$ cat src/rtl/prefetch_byte_queue.sv
// prefetch_byte_queue
// Instruction prefetch byte queue for the v30mz bus/execution interface.
// Takes 16-bit words (or a single high byte when the prefetch pointer is
// odd) from the bus and hands out one opcode byte per pop. It also tracks
// the prefetch pointer (PFP).
// Optional build macro: PREFETCH_PEEK2_EN adds a second read port
// (data_out_next), a two-byte-available flag (valid2) and a two-byte pop
// (pop2).
module prefetch_byte_queue #(
    parameter int DEPTH = 8
) (
    input  logic                       clk,
    input  logic                       reset,
    input  logic                       flush,
    input  logic [15:0]                pc,
    input  logic                       push,
    input  logic [15:0]                data_in,
    input  logic                       pop,
    output logic [15:0]                pfp,
    output logic [7:0]                 data_out,
    output logic                       empty,
    output logic                       full,
    output logic [$clog2(DEPTH+1)-1:0] count
`ifdef PREFETCH_PEEK2_EN
    ,
    input  logic                       pop2,
    output logic [7:0]                 data_out_next,
    output logic                       valid2
`endif
);

    localparam int AW = $clog2(DEPTH);
    localparam int CW = $clog2(DEPTH + 1);

    // Pointer add modulo DEPTH; DEPTH need not be a power of two.
    function automatic logic [AW-1:0] ptr_add(input logic [AW-1:0] p,
                                              input logic [1:0]    n);
        logic [AW:0] s;
        s = {1'b0, p} + (AW+1)'(n);
        if (s >= (AW+1)'(DEPTH)) begin
            s = s - (AW+1)'(DEPTH);
        end
        return s[AW-1:0];
    endfunction

    logic [AW-1:0] head_q, head_d;
    logic [AW-1:0] tail_q, tail_d;
    logic [AW-1:0] tail_p1;
    logic [CW-1:0] count_q, count_d;
    logic [15:0]   pfp_q, pfp_d;
    logic [7:0]    mem_w [DEPTH];

    logic          empty_w;
    logic          full_w;
    logic          push_ok;
    logic [1:0]    push_n;
    logic [1:0]    pop_n;

    // Status flags come purely from the registered count.
    assign empty_w = (count_q == '0);
    assign full_w  = (count_q > CW'(DEPTH - 2));

    // A push needs room for a whole word even when only one byte lands.
    // An odd PFP takes only the high byte, which realigns the stream.
    assign push_ok = push && !full_w && !flush;
    assign push_n  = push_ok ? (pfp_q[0] ? 2'd1 : 2'd2) : 2'd0;
    assign tail_p1 = ptr_add(tail_q, 2'd1);

`ifdef PREFETCH_PEEK2_EN
    logic valid2_w;
    assign valid2_w = (count_q >= CW'(2));

    // Pop byte count; pop2 takes precedence over pop when both are asserted.
    always_comb begin
        pop_n = 2'd0;
        if (!flush) begin
            if (pop2) begin
                pop_n = valid2_w ? 2'd2 : 2'd0;
            end else if (pop && !empty_w) begin
                pop_n = 2'd1;
            end
        end
    end
`else
    // Pop byte count: at most one byte per cycle.
    always_comb begin
        pop_n = 2'd0;
        if (!flush && pop && !empty_w) begin
            pop_n = 2'd1;
        end
    end
`endif

    // Next-state arithmetic. Push and pop combine; the write uses the old
    // tail and the read uses the old head.
    always_comb begin
        head_d  = ptr_add(head_q, pop_n);
        tail_d  = ptr_add(tail_q, push_n);
        count_d = count_q + CW'(push_n) - CW'(pop_n);
        pfp_d   = pfp_q + {14'd0, push_n};
    end

    // Pointer, count and PFP registers. Reset beats flush, and flush beats
    // any same-cycle push or pop.
    always_ff @(posedge clk) begin
        if (reset) begin
            head_q  <= '0;
            tail_q  <= '0;
            count_q <= '0;
            pfp_q   <= 16'h0000;
        end else if (flush) begin
            head_q  <= '0;
            tail_q  <= '0;
            count_q <= '0;
            pfp_q   <= pc;
        end else begin
            head_q  <= head_d;
            tail_q  <= tail_d;
            count_q <= count_d;
            pfp_q   <= pfp_d;
        end
    end

    // Byte storage: one register per slot with its own write enables. The low
    // write lands at tail and the high write at tail+1. They can never hit
    // the same slot in one cycle.
    generate
        for (genvar gi = 0; gi < DEPTH; gi++) begin : g_slot
            logic [7:0] byte_q;
            logic       we_lo;
            logic       we_hi;

            assign we_lo = !reset && push_ok && (tail_q == AW'(gi));
            assign we_hi = !reset && push_ok && !pfp_q[0] && (tail_p1 == AW'(gi));

            // Capture the byte aimed at this slot by the current fetch.
            always_ff @(posedge clk) begin
                if (we_lo) begin
                    byte_q <= pfp_q[0] ? data_in[15:8] : data_in[7:0];
                end else if (we_hi) begin
                    byte_q <= data_in[15:8];
                end
            end

            assign mem_w[gi] = byte_q;
        end
    endgenerate

    assign pfp      = pfp_q;
    assign data_out = mem_w[head_q];
    assign empty    = empty_w;
    assign full     = full_w;
    assign count    = count_q;

`ifdef PREFETCH_PEEK2_EN
    assign data_out_next = mem_w[ptr_add(head_q, 2'd1)];
    assign valid2        = valid2_w;
`endif

endmodule

$ cat config.mk
export PLATFORM = sky130hd
export DESIGN_NAME = prefetch_byte_queue
export DESIGN_NICKNAME = d
export VERILOG_FILES = /design/src/rtl/prefetch_byte_queue.sv
export SDC_FILE = /design/constraint.sdc
export NUM_CORES = 1
export LEC_CHECK = 0
export CORE_ASPECT_RATIO = 1.5
export CORE_MARGIN = 3
export CORE_UTILIZATION = 60
export CTS_BUF_LIST = sky130_fd_sc_hd__clkbuf_16
export CTS_CLUSTER_SIZE = 12
export DETAILED_ROUTE_END_ITERATION = 10
export PLACE_DENSITY = 0.95
export SYNTH_ARGS = -nofsm -noshare
export SYNTH_HDL_FRONTEND = slang
export SYNTH_SLANG_ARGS = --single-unit
$ cat constraint.sdc
create_clock -name clk -period 7.3 [get_ports clk]
set_input_delay 1.095 -clock clk [delete_from_list [all_inputs] [get_ports clk]]
set_output_delay 1.095 -clock clk [all_outputs]
set_load 0.05 [all_outputs]
Word-level counts from Yosys, hierarchy flattened
Cells that the tools add are included.

storage, ports and cells
  output and inout bits = 30
  register bits after elaboration = 90
  word-level logic and storage cells = 107
  input bits = 37

operators by class
  $add $sub $neg = 9
  $lt $le $gt $ge = 5
  bitwise logic cells = 1
  multiplexer cells = 27
  reductions and logical operators = 39
  equality and inequality tests = 14

operator list
  cell                                                                    count
  8-bit 2-to-1 mux                                                        19
  8-bit binary-select mux with 3-bit select                               1
  3-bit equality test (second input constant)                             8
  1-bit logical AND                                                       22
  16-bit by 2-bit adder with 16-bit output                                1
  4-bit greater-or-equal comparator (second input constant)               4
  16-bit 2-to-1 mux                                                       1
  2-bit nonzero test                                                      8
  3-bit by 2-bit equality test with 1-bit output (second input constant)  4
  3-bit 2-to-1 mux                                                        3
  3-bit by 1-bit subtractor with 3-bit output (second input constant)     3
  3-bit by 1-bit equality test with 1-bit output (second input constant)  2
  3-bit zero test                                                         2
  1-bit zero test                                                         5
  3-bit by 1-bit adder with 4-bit output                                  1
  3-bit by 1-bit adder with 4-bit output (second input constant)          1
  3-bit by 2-bit adder with 4-bit output                                  1
  4-bit by 2-bit adder with 4-bit output                                  1
  4-bit by 3-bit > comparator with 1-bit output (second input constant)   1
  4-bit zero test                                                         1
  2-bit 2-to-1 mux                                                        2
  3-bit NOT with 4-bit output                                             1
  4-bit by 2-bit subtractor with 4-bit output                             1
  2-bit OR reduction                                                      1
  1-bit 2-to-1 mux                                                        1

Logic depth before layout (Yosys ltp)
  depth in word-level cells = 9
  gate-level depth with buffers = 13

Least setup slack after synthesis
Ideal clock, no wire load.

  path type = reg-to-reg
  start = register count_q[3], in the netlist count[3]
  end = register pfp_q[11], in the netlist pfp[11]
  arrival time = 3.374 ns
  stages on the path, launching flop included = 13
  path buffers = 1
  path slack = 3.835 ns
  required time = 7.209 ns
  path through = dfxtp_1 -> inv_1 -> ha_1 -> and3_4 -> or2_2 -> or3_1 -> inv_1 -> ha_1 -> nand2_1 -> o41a_1 -> clkbuf_1 -> or4_1 -> a311oi_1

on the way
  longest elaborated chain between the ends = 7

ends and longest elaborated chain
  what                                           line  text
  start: declaration                             49    logic [CW-1:0] count_q, count_d;
  start signal: assignment                       119   count_q <= count_d;
  4-bit by 3-bit > comparator with 1-bit output  61    assign full_w = (count_q > CW'(DEPTH - 2));
  named net full                                 22    output logic full,
  1-bit zero test                                65    assign push_ok = push && !full_w && !flush;
  1-bit logical AND (2 in a row)                 65
  2-bit 2-to-1 mux                               66    assign push_n = push_ok ? (pfp_q[0] ? 2'd1 : 2'd2) : 2'd0;
  16-bit by 2-bit adder with 16-bit output       100   pfp_d = pfp_q + {14'd0, push_n};
  16-bit 2-to-1 mux                              111   end else if (flush) begin
  end signal: assignment                         115   pfp_q <= pc;
  end signal: assignment                         120   pfp_q <= pfp_d;
  end: declaration                               50    logic [15:0] pfp_q, pfp_d;

The timed path passes the listed nets, and every way through them passes these cells.
A chain may end at the register's enable or synchronous reset.

Worst setup path in the final report
  start = input port reset
  end = register g_slot[0].byte_q[5], enable pin

on the way
  longest elaborated chain between the ends = 5

ends and longest elaborated chain
  what                              line      text
  start: declaration                13        input logic reset,
  1-bit zero test (*)               133, 134
  1-bit logical AND (*)             133, 134
  1-bit logical AND (2 in a row)    134       assign we_hi = !reset && push_ok && !pfp_q[0] && (tail_p1 == AW'(gi));
  2-bit nonzero test (no line) (*)  n/a
  end signal: assignment            139       byte_q <= pfp_q[0] ? data_in[15:8] : data_in[7:0];
  end signal: assignment            141       byte_q <= data_in[15:8];
  end: declaration                  129       logic [7:0] byte_q;

Mark *: on every way between the ends. The rest lies on a longest branch, timed or not.

==> run summary <==
Hold WC Path Type: reg -> reg
Vias: 3468
Syn nets: 426
Synth Area in XOR/XNOR: 1.93%
Initial antenna violation count: 1
Largest family of logic cells by synthesized area: multiplexers
VDD IR max: 0.174 mV
Worst hold slack: 0.530 ns
Mapped Cells: 373
Worst Max-Slew Pin Slew: 1.11 ns
CP Max Fanout: 18
H-tree level count: 3
Design Area, Final: 0.00600 mm²
Nets: 486
First-pass GRT wire length: 18600 µm
Startpoint Class: input port
Core area: 0.00806 mm²
Number of synthesized flops with an enable pin: 64
Status: completed
Clk slew on worst S/H paths: 0.06 ns
CP Class: in -> reg
Post-CTS sizing: 0
Die Span Y: 118 µm
Seq/Total Area, Yosys: 49.0%
Unrepaired setup endpoints after global routing: no
Crit path required time: 7.26 ns
Maximum clock frequency: 257 MHz
Mux cell area share after synthesis: 26.1%
Fin. Hold Viols: 0
Final setup vio count: 0
#FFs+latches synth: 90
Post-route ant nets: 0
Setup tns final: 0 ns
Initial core utilization: 61.8%
Compound-Gate Fraction of Synth Area: 5.08%
Worst Path Buf+Inv: 1
Crit path DAT: 3.85 ns
Critical-path cell list: clkdlybuf4s50_1 -> or4_4 -> or4_1 -> o21ai_0
Post-Syn Area: 0.00498 mm²
Ys async rst share: 0%
Clock skew: 0.00772 ns
Final worst-path cycle share: 53.3%
Max_cap viols: 0
I/O Pins: 67
Lkg Pwr: 0.00206 µW
Clock Latency Late Sink: 0.34 ns
Critical Path End Type: flop
Detailed placer's ending HPWL: 8040 µm
Drt drc: 0
Die X: 80.4 µm
Min cycle time layout: 3.89 ns
FP Rows: 40
Wire length per cell: 21.7 µm
Port Buf Inserts: 66
CTS tree: yes
Remaining global-route overflow: 0
Area after DPL: 0.00571 mm²
Top delay family on crit path: simple AND/OR/NAND/NOR gates
Routed wire length: 11800 µm
Power per cell area: 211 mW/mm²
First-pass DRT Iterations: 7
Share of cells above drive strength 1: 28.1%
DP Worst Slack: 3.12 ns
CTS Buffer Depth: 2
Pin count of the biggest net entering global routing: 28
Post-Synth Adder-Cell Area: 4.47%
GRT Util Overall: 26.5%
Netlist cell types: 53
Num CTS Buffers: 9
Setup ws final: 3.41 ns
Simple-Gate Fraction of Synth Area: 10.5%
Setup Buffers After CTS: 0
Hold buffer count at cts: 0
Slowest CP cell: or4_4
Via density: 6.38
Gpl congestion: 0.817
Number of global-route vias before repair: 3597
Root Buffer: clkbuf_16
Synth warnings: 0
DIE AREA: 0.00945 mm²
Syn Area/Cell: 13.4 µm²
Leading cell type in the layout, fill and taps excluded: mux2_2
Iter 0 DRT Violations: 306
Worst slew margin: 25.4%
Most frequent cells in the layout: mux2_2 (72), clkdlybuf4s50_1 (66), edfxtp_1 (64), dfxtp_1 (26), nor2_1 (23)
CP peak stage delay: 0.76 ns
Synthesis-to-layout area growth: 20.6%
Max-slew violations: 0
Main synth FF type: edfxtp_1
Clk sinks: 90
## tightest hold or removal path: cells and delay by family (launching register included)
kind,cells,cell delay (ns)
AO/OA/AOI/OAI,2,0.16
flip-flops,1,0.33
## cell type report
cell class | count | area, µm²
Sequential cell | 90 | 2440
Fill cell | 496 | 2050
Tap cell | 105 | 131
Inverter | 14 | 52.6
Antenna cell | 1 | 2.50
Clock inverter | 7 | 62.6
Timing Repair Buffer | 69 | 683
Clock buffer | 9 | 225
Multi-Input combinational cell | 249 | 2400
## worst paths after layout
check | start | to | cells after the start | slack, ns
hold reg to reg | pfp[15]$_SDFF_PP0_ | pfp[15]$_SDFF_PP0_ | 2 | 0.53
setup / recovery | reset | g_slot[0].byte_q[5]$_DFFE_PP_ | 4 | 3.41
setup reg to reg | count[3]$_SDFF_PP0_ | pfp[15]$_SDFF_PP0_ | 11 | 4.08
hold / removal | pfp[15]$_SDFF_PP0_ | pfp[15]$_SDFF_PP0_ | 2 | 0.53
## registers in the layout, summed over array words and instances, names as in the netlist
register,flops
count,4
g_slot.byte_q,64
pfp,16
head_q,3
tail_q,3
## through the flow
step | total power (µW) | util [%] | cells
6_report | 1270 | 74.5 | 544
2_1_floorplan | 747 | - | 373
5_1_grt | 1320 | 74.5 | 544
3_5_place_dp | 828 | 70.9 | 527
3_3_place_gp | 820 | 70.9 | 527
4_1_cts | 1270 | 74.5 | 543
## cells in the mapped netlist (2+ instances only)
library cell  instances  area (µm²)
mux4_2               16         360
or4_1                 5        37.5
o21ai_0               5        25.0
dfxtp_1              26         521
mux2_4                8         120
and2_1                8        50.1
and3_1                2        12.5
nor3b_1               3        22.5
buf_6                 2        22.5
a21oi_1               6        30.0
nand4_1               5        31.3
nor3_1                2        10.0
and4_1                3        26.3
mux2_2               72         811
o31ai_1               5        37.5
xor2_1                7        61.3
a211oi_1              5        37.5
ha_1                 13         163
nand3b_1              2        15.0
edfxtp_1             64        1920
nand3_1               4        20.0
or3_1                 3        18.8
nand2b_1              2        12.5
nor3_2                2        20.0
a311oi_1              5        43.8
fa_1                  3        60.1
xnor2_1               4        35.0
inv_1                13        48.8
clkbuf_1             16        60.1
nand2_1              17        63.8
nor2_1               23        86.3
## layer usage
layer  vias to the layer above  global-route usage (%)  wire length (µm)
li1                       1558                       -                 -
met1                      1679                    31.2              4270
met2                       198                    44.7              6300
met3                        33                    6.28               806
met4                         0                    12.3               440
met5                         -                       0                 0
## logic make-up after synthesis
| kind of cell | count (synthesis) |
|---|---|
| adders and majority gates | 16 |
| DFF | 90 |
| xor gates and xnor gates | 11 |
| and+or+nand+nor | 90 |
| muxes | 97 |
| buffers and inverters | 34 |
| AOI/OAI and AO/OA | 35 |
## power by group
| group | internal (µW) | total (µW) | leakage [µW] | switching, µW |
|---|---|---|---|---|
| clock | 261 | 449 | 0.000144 | 187 |
| combinational | 104 | 240 | 0.00113 | 137 |
| sequential | 563 | 580 | 0.000792 | 16.7 |
| total | 928 | 1270 | 0.00206 | 341 |
Note: power is estimated with default switching activity, not from simulation.
